File: src/rtl/ddr_bw_pkg.sv
// Shared types for the DDR bandwidth test sequencer: FSM states, test modes, error bits.
// No logic; imported by ddr_bw_seq and its counters.
package ddr_bw_pkg;

    typedef enum logic [2:0] {
        IDLE,
        WR_ARM,
        WR_TRIG,
        WR_WAIT,
        RD_ARM,
        RD_WAIT,
        NEXT,
        DONE
    } state_t;

    typedef enum logic [1:0] {
        MODE_WR      = 2'd0,
        MODE_RD      = 2'd1,
        MODE_WR_RD   = 2'd2,
        MODE_ILLEGAL = 2'd3
    } mode_t;

    localparam int ERR_BRESP   = 0;
    localparam int ERR_TIMEOUT = 1;
    localparam int ERR_MODE    = 2;

    function automatic logic mode_has_wr(mode_t m);
        return (m == MODE_WR) || (m == MODE_WR_RD);
    endfunction

    function automatic logic mode_has_rd(mode_t m);
        return (m == MODE_RD) || (m == MODE_WR_RD);
    endfunction

endpackage

File: src/rtl/bw_sat_cnt.sv
// Saturating up-counter with synchronous clear (clear wins over enable).
// Latency: value updates one cycle after en_i/clr_i; no backpressure, holds at all-ones.
module bw_sat_cnt #(
    parameter int W = 32
) (
    input  logic         clk,
    input  logic         rst,
    input  logic         clr_i,
    input  logic         en_i,
    output logic [W-1:0] cnt_o
);

    logic [W-1:0] cnt_q, cnt_d;

    always_comb begin
        cnt_d = cnt_q;
        if (clr_i)
            cnt_d = '0;
        else if (en_i && !(&cnt_q))
            cnt_d = cnt_q + W'(1);
    end

    always_ff @(posedge clk) begin
        if (rst)
            cnt_q <= '0;
        else
            cnt_q <= cnt_d;
    end

    assign cnt_o = cnt_q;

endmodule

File: src/rtl/ddr_bw_seq.sv
// Sequences NITER write/read phases of the DDR bandwidth AXI master over a wrapping region.
// Latency: start_i -> wstart_o 2 cycles; phases end on B-count / ridle_i, a watchdog or abort_i.
module ddr_bw_seq
    import ddr_bw_pkg::*;
#(
    parameter int DATA_WIDTH = 64,
    parameter int BURST_SIZE = 15,
    parameter int TIMEOUT_W  = 24
) (
    input  logic        clk,
    input  logic        rst,
    input  logic        start_i,
    input  logic        abort_i,
    input  logic [1:0]  mode_i,
    input  logic [15:0] niter_i,
    input  logic [31:0] base_addr_i,
    input  logic [31:0] span_i,
    input  logic [31:0] nburst_i,
    input  logic [31:0] rlength_i,
    output logic        wstart_o,
    output logic        trigger_o,
    output logic [31:0] waddr_o,
    output logic [31:0] wnburst_o,
    output logic        rstart_o,
    output logic [31:0] raddr_o,
    output logic [31:0] rlength_o,
    input  logic        ridle_i,
    input  logic        bvalid_i,
    input  logic        bready_i,
    input  logic [1:0]  bresp_i,
    output logic        busy_o,
    output logic        done_o,
    output logic [2:0]  err_o,
    output logic [15:0] iter_o,
    output logic [31:0] wr_cycles_o,
    output logic [31:0] rd_cycles_o
);

    localparam logic [31:0] BURST_BYTES = 32'((BURST_SIZE + 1) * (DATA_WIDTH / 8));

    state_t        state_q, state_d;
    mode_t         mode_q;
    logic [15:0]   niter_q;
    logic [31:0]   base_q, span_q, nburst_q, rlen_q;
    logic [31:0]   cur_q, cur_d, bcnt_q, bcnt_d;
    logic [15:0]   iter_q, iter_d;
    logic [2:0]    err_q, err_d;
    logic          wstart_q, wstart_d, trig_q, trig_d, rstart_q, rstart_d;
    logic [31:0]   waddr_q, waddr_d, wnb_q, wnb_d, raddr_q, raddr_d, rlen_o_q, rlen_o_d;
    logic [TIMEOUT_W-1:0] wd_cnt;

    mode_t         mode_in;
    logic          start_ok, degenerate, in_wr, in_rd, phase, busy, wd_exp, b_hs, wd_clr, wrap;
    logic [31:0]   stride, cur_nxt;

    assign mode_in    = mode_t'(mode_i);
    assign start_ok   = (state_q == IDLE) && start_i && !abort_i;
    assign degenerate = (niter_i == 16'd0)
                     || (mode_has_wr(mode_in) && nburst_i == 32'd0)
                     || (mode_has_rd(mode_in) && rlength_i == 32'd0);
    assign in_wr      = (state_q == WR_ARM) || (state_q == WR_TRIG) || (state_q == WR_WAIT);
    assign in_rd      = (state_q == RD_ARM) || (state_q == RD_WAIT);
    assign phase      = in_wr || in_rd;
    assign busy       = phase || (state_q == NEXT);
    assign wd_exp     = phase && (&wd_cnt);
    assign b_hs       = (state_q == WR_WAIT) && bvalid_i && bready_i;

    // Wrap early so the whole next iteration still fits inside the region.
    assign stride  = nburst_q * BURST_BYTES;
    assign cur_nxt = cur_q + stride;
    assign wrap    = ({1'b0, cur_nxt} + {1'b0, stride}) > ({1'b0, base_q} + {1'b0, span_q});

    always_comb begin
        state_d  = state_q;
        cur_d    = cur_q;
        bcnt_d   = bcnt_q;
        iter_d   = iter_q;
        err_d    = err_q;
        wstart_d = wstart_q;
        trig_d   = 1'b0;
        rstart_d = rstart_q;
        waddr_d  = waddr_q;
        wnb_d    = wnb_q;
        raddr_d  = raddr_q;
        rlen_o_d = rlen_o_q;
        case (state_q)
            IDLE: if (start_ok) begin
                err_d  = '0;
                iter_d = '0;
                cur_d  = base_addr_i;
                if (mode_in == MODE_ILLEGAL) begin
                    err_d[ERR_MODE] = 1'b1;
                    state_d = DONE;
                end else if (degenerate)
                    state_d = DONE;
                else
                    state_d = (mode_in == MODE_RD) ? RD_ARM : WR_ARM;
            end
            WR_ARM: begin
                waddr_d  = cur_q;
                wnb_d    = nburst_q;
                wstart_d = 1'b1;
                bcnt_d   = '0;
                state_d  = WR_TRIG;
            end
            WR_TRIG: begin
                trig_d  = 1'b1;
                state_d = WR_WAIT;
            end
            WR_WAIT: begin
                if (b_hs) begin
                    bcnt_d = bcnt_q + 32'd1;
                    if (bresp_i != 2'b00)
                        err_d[ERR_BRESP] = 1'b1;
                end
                if (bcnt_d == nburst_q) begin
                    wstart_d = 1'b0;
                    state_d  = (mode_q == MODE_WR) ? NEXT : RD_ARM;
                end
            end
            RD_ARM: begin
                raddr_d  = cur_q;
                rlen_o_d = rlen_q;
                // Only trust ridle_i low once the engine has actually seen our start.
                if (rstart_q && !ridle_i) begin
                    rstart_d = 1'b0;
                    state_d  = RD_WAIT;
                end else
                    rstart_d = 1'b1;
            end
            RD_WAIT: if (ridle_i) state_d = NEXT;
            NEXT: begin
                iter_d = iter_q + 16'd1;
                cur_d  = wrap ? base_q : cur_nxt;
                if (iter_d == niter_q)
                    state_d = DONE;
                else
                    state_d = (mode_q == MODE_RD) ? RD_ARM : WR_ARM;
            end
            DONE:    state_d = IDLE;
            default: state_d = IDLE;
        endcase
        if (busy && abort_i) begin
            state_d  = DONE;
            iter_d   = iter_q;
            cur_d    = cur_q;
            wstart_d = 1'b0;
            rstart_d = 1'b0;
            trig_d   = 1'b0;
        end else if (wd_exp) begin
            err_d[ERR_TIMEOUT] = 1'b1;
            state_d  = DONE;
            wstart_d = 1'b0;
            rstart_d = 1'b0;
            trig_d   = 1'b0;
        end
        wd_clr = ((state_d == WR_ARM) && (state_q != WR_ARM))
              || ((state_d == RD_ARM) && (state_q != RD_ARM));
    end

    always_ff @(posedge clk) begin
        if (rst) begin
            state_q  <= IDLE;
            cur_q    <= '0;
            bcnt_q   <= '0;
            iter_q   <= '0;
            err_q    <= '0;
            wstart_q <= 1'b0;
            trig_q   <= 1'b0;
            rstart_q <= 1'b0;
            waddr_q  <= '0;
            wnb_q    <= '0;
            raddr_q  <= '0;
            rlen_o_q <= '0;
            mode_q   <= MODE_WR;
            niter_q  <= '0;
            base_q   <= '0;
            span_q   <= '0;
            nburst_q <= '0;
            rlen_q   <= '0;
        end else begin
            state_q  <= state_d;
            cur_q    <= cur_d;
            bcnt_q   <= bcnt_d;
            iter_q   <= iter_d;
            err_q    <= err_d;
            wstart_q <= wstart_d;
            trig_q   <= trig_d;
            rstart_q <= rstart_d;
            waddr_q  <= waddr_d;
            wnb_q    <= wnb_d;
            raddr_q  <= raddr_d;
            rlen_o_q <= rlen_o_d;
            if (start_ok) begin
                mode_q   <= mode_in;
                niter_q  <= niter_i;
                base_q   <= base_addr_i;
                span_q   <= span_i;
                nburst_q <= nburst_i;
                rlen_q   <= rlength_i;
            end
        end
    end

    bw_sat_cnt #(.W(32)) u_wr_cnt (
        .clk(clk), .rst(rst), .clr_i(start_ok), .en_i(in_wr), .cnt_o(wr_cycles_o)
    );

    bw_sat_cnt #(.W(32)) u_rd_cnt (
        .clk(clk), .rst(rst), .clr_i(start_ok), .en_i(in_rd), .cnt_o(rd_cycles_o)
    );

    bw_sat_cnt #(.W(TIMEOUT_W)) u_wdog (
        .clk(clk), .rst(rst), .clr_i(wd_clr), .en_i(phase), .cnt_o(wd_cnt)
    );

    assign wstart_o  = wstart_q;
    assign trigger_o = trig_q;
    assign waddr_o   = waddr_q;
    assign wnburst_o = wnb_q;
    assign rstart_o  = rstart_q;
    assign raddr_o   = raddr_q;
    assign rlength_o = rlen_o_q;
    assign busy_o    = busy;
    assign done_o    = (state_q == DONE);
    assign err_o     = err_q;
    assign iter_o    = iter_q;

endmodule

File: config.mk
export PLATFORM = sky130hd
export DESIGN_NAME = ddr_bw_seq
export DESIGN_NICKNAME = d
export VERILOG_FILES = /design/src/rtl/ddr_bw_pkg.sv /design/src/rtl/bw_sat_cnt.sv /design/src/rtl/ddr_bw_seq.sv
export SDC_FILE = /design/constraint.sdc
export NUM_CORES = 1
export LEC_CHECK = 0
export ABC_AREA = 1
export CAP_MARGIN = 25
export CORE_AREA = 2 2 192 270
export DETAILED_ROUTE_END_ITERATION = 7
export DIE_AREA = 0 0 194 272
export PLACE_DENSITY = 0.87
export SYNTH_ARGS = -nofsm -noshare
export SYNTH_HDL_FRONTEND = slang
export SYNTH_SLANG_ARGS = --single-unit
File: constraint.sdc
create_clock -name clk -period 5.4 [get_ports clk]
set_input_delay 1.08 -clock clk [delete_from_list [all_inputs] [get_ports clk]]
set_output_delay 1.08 -clock clk [all_outputs]
set_load 0.01 [all_outputs]
* Yosys cells after proc, flatten, opt, wreduce, memory -nomap -nowiden *
Index checks and enable logic that the tools add are counted.

word-level totals
  output and inout bits = 216
  flip-flop bits (word level) = 451
  input port bits = 155
  logic and storage cells = 136

cells by class
  bitwise logic cells = 1
  add/subtract/negate cells = 8
  reductions and logical operators = 49
  multiplexer cells = 33
  $lt $le $gt $ge = 1
  equal/unequal tests = 21

operators by type and width
  kind                                                  number
  2-to-1 mux 32 bit                                     4
  case mux 32 bit (2 select lines)                      2
  adder 32 x 1 -> 32 bit (second input constant)        3
  adder 32 x 32 -> 33 bit                               2
  zero test 32 bit                                      2
  AND reduction 32 bit                                  2
  > comparator 33 bit                                   1
  2-to-1 mux 3 bit                                      11
  adder 32 bit                                          1
  equality test 32 bit                                  1
  case mux 16 bit (2 select lines)                      1
  adder 24 x 1 -> 24 bit (second input constant)        1
  case mux 3 bit (8 select lines)                       1
  AND reduction 24 bit                                  1
  adder 16 x 1 -> 16 bit (second input constant)        1
  equality test 16 bit                                  1
  zero test 16 bit                                      1
  2-to-1 mux 16 bit                                     1
  equality test 3 bit (second input constant)           5
  logical AND 1 bit                                     14
  logical OR 1 bit                                      10
  2-to-1 mux 1 bit                                      9
  nonzero test 2 bit                                    4
  equality test 3 x 1 -> 1 bit (second input constant)  2
  18 further kinds                                      32

* Longest topological paths before layout *
  word-level depth = 15
  mapped depth = 32
  gate-level depth less buffers = 32

* By module *
Synthesis repeated with hierarchy kept, for this count alone.

second synthesis, totals
  cell total of the unflattened synthesis = 4034
  area total of the unflattened synthesis = 26550.5 um^2

modules (own cells, without submodules)
  module                      sequential area each (um^2)  cells each  instances  area each (um^2)
  ddr_bw_seq                  7267.0                       3132        1          20933.8
  bw_sat_cnt at u_rd_cnt ...  640.6                        330         2          2052.0
  bw_sat_cnt at u_wdog        480.5                        242         1          1512.7

* Worst setup path before layout *
No wires, ideal clock.

  path kind = reg2reg
  start point = register nburst_q[0]
  end point = register cur_q[3]
  library setup time = 0.074 ns
  arrival time = 5.425 ns
  buffers on the path = 1
  data required time = 5.326 ns
  period minus slack after synthesis = 5.499 ns
  setup slack = -0.099 ns
  stages on the path, launching flop included = 29
  cells stage by stage = dfxtp_1 ha_1 inv_1 fa_1 o21ai_0 a21oi_1 o21ai_0 a21boi_0 o31ai_1 xor2_1 inv_1 ha_1 inv_1 nor3_1 inv_1 or4_1 o221ai_1 ha_1 nand2_1 inv_1 nand3_1 nor3_1 nand3_1 o211ai_1 nand2_1 a21oi_1 clkbuf_1 o21ai_0 a31oi_1

between the ends
  longest elaborated chain between the ends = 5

ends and longest elaborated chain
  element                               line               RTL
  from (decl)                           ddr_bw_seq.sv:44   logic [31:0] base_q, span_q, nburst_q, rlen_q;
  from (signal assigned)                ddr_bw_seq.sv:199  nburst_q <= nburst_i;
  adder 32 bit                          ddr_bw_seq.sv:70   assign cur_nxt = cur_q + stride;
  adder 32 x 32 -> 33 bit (*)           ddr_bw_seq.sv:71   assign wrap = ({1'b0, cur_nxt} + {1'b0, stride}) > ({1'b0, base_q} + {1'b0, span_q});
  > comparator 33 bit (*)               ddr_bw_seq.sv:71
  2-to-1 mux 32 bit (*)                 ddr_bw_seq.sv:134  cur_d = wrap ? base_q : cur_nxt;
  case mux 32 bit (2 select lines) (*)  ddr_bw_seq.sv:86   case (state_q)
  to (signal assigned)                  ddr_bw_seq.sv:183  cur_q <= cur_d;
  to (decl)                             ddr_bw_seq.sv:45   logic [31:0] cur_q, cur_d, bcnt_q, bcnt_d;

Mark *: on every way between the ends. The rest lies on a longest branch, timed or not.
A chain may end at the register's enable or synchronous reset.

* Final worst setup path *
  start point = register nburst_q[1]
  end point = register cur_q[9]

between the ends
  longest elaborated chain between the ends = 5

ends and longest elaborated chain
  element                               line
  adder 32 bit                          ddr_bw_seq.sv:70
  adder 32 x 32 -> 33 bit               ddr_bw_seq.sv:71
  > comparator 33 bit                   ddr_bw_seq.sv:71
  2-to-1 mux 32 bit (*)                 ddr_bw_seq.sv:134
  case mux 32 bit (2 select lines) (*)  ddr_bw_seq.sv:86

Marked as above.

==> metrics.yaml <==
maxCapViolCount: 0
ys_seq_area_share_pct: 36.22
finalSetupViolCount: 6
yosysWarnings: 0
timing.rr.start: "nburst_q[1]"
cp-start-kind: "flop"
syn-cell-area_mm2: 0.02493
die_h_um: 272
crit_path_frequent_cell: "buf_4"
failed_checks: "negative setup slack"
r2r_end: "cur_q[9]"
worst-endpoint-arrival_ns: 5.95
grt_antenna_before_repair: 1
clk_latency_ns: 0.62
grt_max_degree: 113
fin_worst_skew_ns: 0.03306
synth_fp_nets: 3903
worst-path-max-fanout: 8
synth_ff_type: "dfxtp_1"
fin_crit_sh_pct: 100.4
cts_buffers: 46
status: "complete, but fails checks"
critPathKind: "reg2reg"
grt_pass1_wl_mm: 136.0
hold_buffers: 0
synth_cell_types: 55
ir_drop_v: 0.0003698
cts.sinks: 451
avgSynthCellArea_um2: 6.890
clockBufferDepth: 3
slew_viol_final: 0
use_met2_pct: 55.73
via_per_inst: 5.676
place_hpwl_mm: 65.23
root_buffer: "clkbuf_16"
nets: 4368
achievable-frequency_ghz: 0.1844
grt_pass1_vias: 25840
cts.reportedPaths.clkPinSlew_ns: 0.07
ys_ff_latch: 451
slew_headroom_pct: 43.29
overflow: 0
final_util_pct: 64.61
finalWeightedCongestion: 1.002
grt_util_met1_pct: 35.66
fp-row-count: 98
ios: 371
final_layout_size_suffix_gt1_share_pct: 10.47
p_total_uw: 15040
hp-class: "reg2reg"
cts_tree: "done"
hold_ws_ns: 0.4622
grtUsageTotal_pct: 31.93
period_minus_slack_ns: 5.423
drcViolationCount: 0
drt-initial-drc-count: 2083
synth_cells: 3618
synth_edf_count: 0
drt-total-wl_mm: 89.33
rsz0062_at_grt: "yes"
power_density_mw_per_mm2: 460.7
max_stage_delay_ns: 0.35
crit_path_end: "cur_q[9]"
start_util_pct: 49.35
cts_htree_levels: 2
layout_common_cells: "nand2_1 (641), nor2_1 (556), dfxtp_1 (445), clkdlybuf4s50_1 (369), a21oi_1 (347)"
antenna_left: 0
ff2ff_setup_slack_ns: -0.02
io_buffers: 370
final_common_cell: "nand2_1"
ff2ff_path_depth: 31
wl_per_cell_um: 18.73
p_leak_uw: 0.01348
dieArea_mm2: 0.05277
slowest_stage: "ha_1"
final.setup.worst_slack_ns: -0.02304
cp-end-kind: "flop"
fp.dieW_um: 194
syn_to_final_growth_pct: 30.92
tightest_slew_ns: 0.8506
vias: 27070
grt.busiest_layer: "met2"
globalRouteMet3Util_pct: 5.349
cp.required_ns: 5.93
drtPass1Iterations: 8
async_reset_ff_share_pct: 0
core_area_mm2: 0.05052
crit_path_start: "nburst_q[1]"
hold_viol_final: 0
## power breakdown
part           switching, uW  internal (uW)
Combinational           4380           3090
Sequential               414           3850
Clock                   1460           1840
Total                   6250           8790
## timing repair
| action | in CTS | in global routing |
|---|---|---|
| buffers inserted | 3 | 13 |
| resized for setup | 22 | 135 |
| endpoints found under the setup margin | 32 | 32 |
| cloned | 1 | 4 |
| pin swaps | 12 | 57 |
## area by class of cell
type                       instances  area (um^2)
fill                            4353        17880
multi-input combinational       2703        14720
sequential                       451         9036
timing repair buffer             567         5341
clock buffer                      59         1280
inverter                         314         1194
tap                              650        813.3
clock inverter                    24        251.5
antenna                            1        2.502
## cell families (layout without fill, tap and decap cells)
kind of cell | after synthesis | in the layout | share of synthesized area, %
multiplexers | 1 | 1 | 0.04015
AND/OR/NAND/NOR | 1614 | 1614 | 27.44
XOR/XNOR | 122 | 122 | 4.457
flip-flops | 451 | 451 | 36.22
adder cells (fa/ha/maj) | 130 | 130 | 6.615
other | 0 | 1 | 0
AO/OA/AOI/OAI | 836 | 836 | 18.05
buffers and inverters | 464 | 964 | 7.177
## worst max-delay path, delay by kind of cell (launching register included)
family                   cells  cell delay [ns]
flip-flops                   1             0.32
adder cells (fa/ha/maj)      3             0.86
buffers and inverters        7             1.13
AO/OA/AOI/OAI               11             1.69
AND/OR/NAND/NOR              8             1.02
XOR/XNOR                     2             0.30
## synthesized netlist by cell type, drive strengths merged (4+ instances only)
cell	n	share of area [%]
nor4	27	0.68
nand3b	21	0.63
o21bai	19	0.57
a21oi	384	8.0
a21o	5	0.15
o21a	11	0.33
a31oi	26	0.65
xor2	73	2.6
nand2	657	10
nand4	50	1.3
nor3	48	0.98
or2	9	0.23
dfxtp	451	36
buf	12	0.37
nor2	573	8.9
o211ai	11	0.33
nand3	214	4.4
ha	127	6.4
xnor2	46	1.6
o21ai	349	7.0
a221oi	4	0.14
a211oi	4	0.12
inv	312	4.7
clkbuf	138	2.1
a21boi	9	0.27
nor3b	6	0.18
## metrics by stage
step / setup TNS (ns) / cells / instance area, um^2 / setup slack [ns]
global placement: -4.585 / 4663 / 30220 / -0.2193
CTS: 0 / 4751 / 31860 / 0.0002123
floorplan: 0 / 3618 / 24930 / 0.07567
finish: -0.05435 / 4769 / 32640 / -0.02304
global route: -9.397 / 4768 / 32640 / -0.3688
detailed placement: -7.786 / 4664 / 30240 / -0.3089
## how the worst min path moves through the flow
stage	start	slack, ns	cells after the start	endpoint
final	waddr_o[10]	0.46	2	waddr_o[10]
after global routing	wnburst_o[29]	0.48	2	wnburst_o[29]
after CTS	wnburst_o[23]	0.46	2	wnburst_o[23]
after detailed placement	wnburst_o[28]	0.45	2	wnburst_o[28]
after global placement	waddr_o[7]	0.45	2	waddr_o[7]
after floorplan	niter_q[11]	0.44	2	niter_q[11]
## metal layers
| layer | vias to the layer above | wire [um] |
|---|---|---|
| met5 | - | 0 |
| met4 | 0 | 6881 |
| met3 | 354 | 6538 |
| met2 | 1212 | 42540 |
| met1 | 12540 | 33370 |
| li1 | 12970 | - |
No activity file was read; power rests on OpenSTA's default activity.
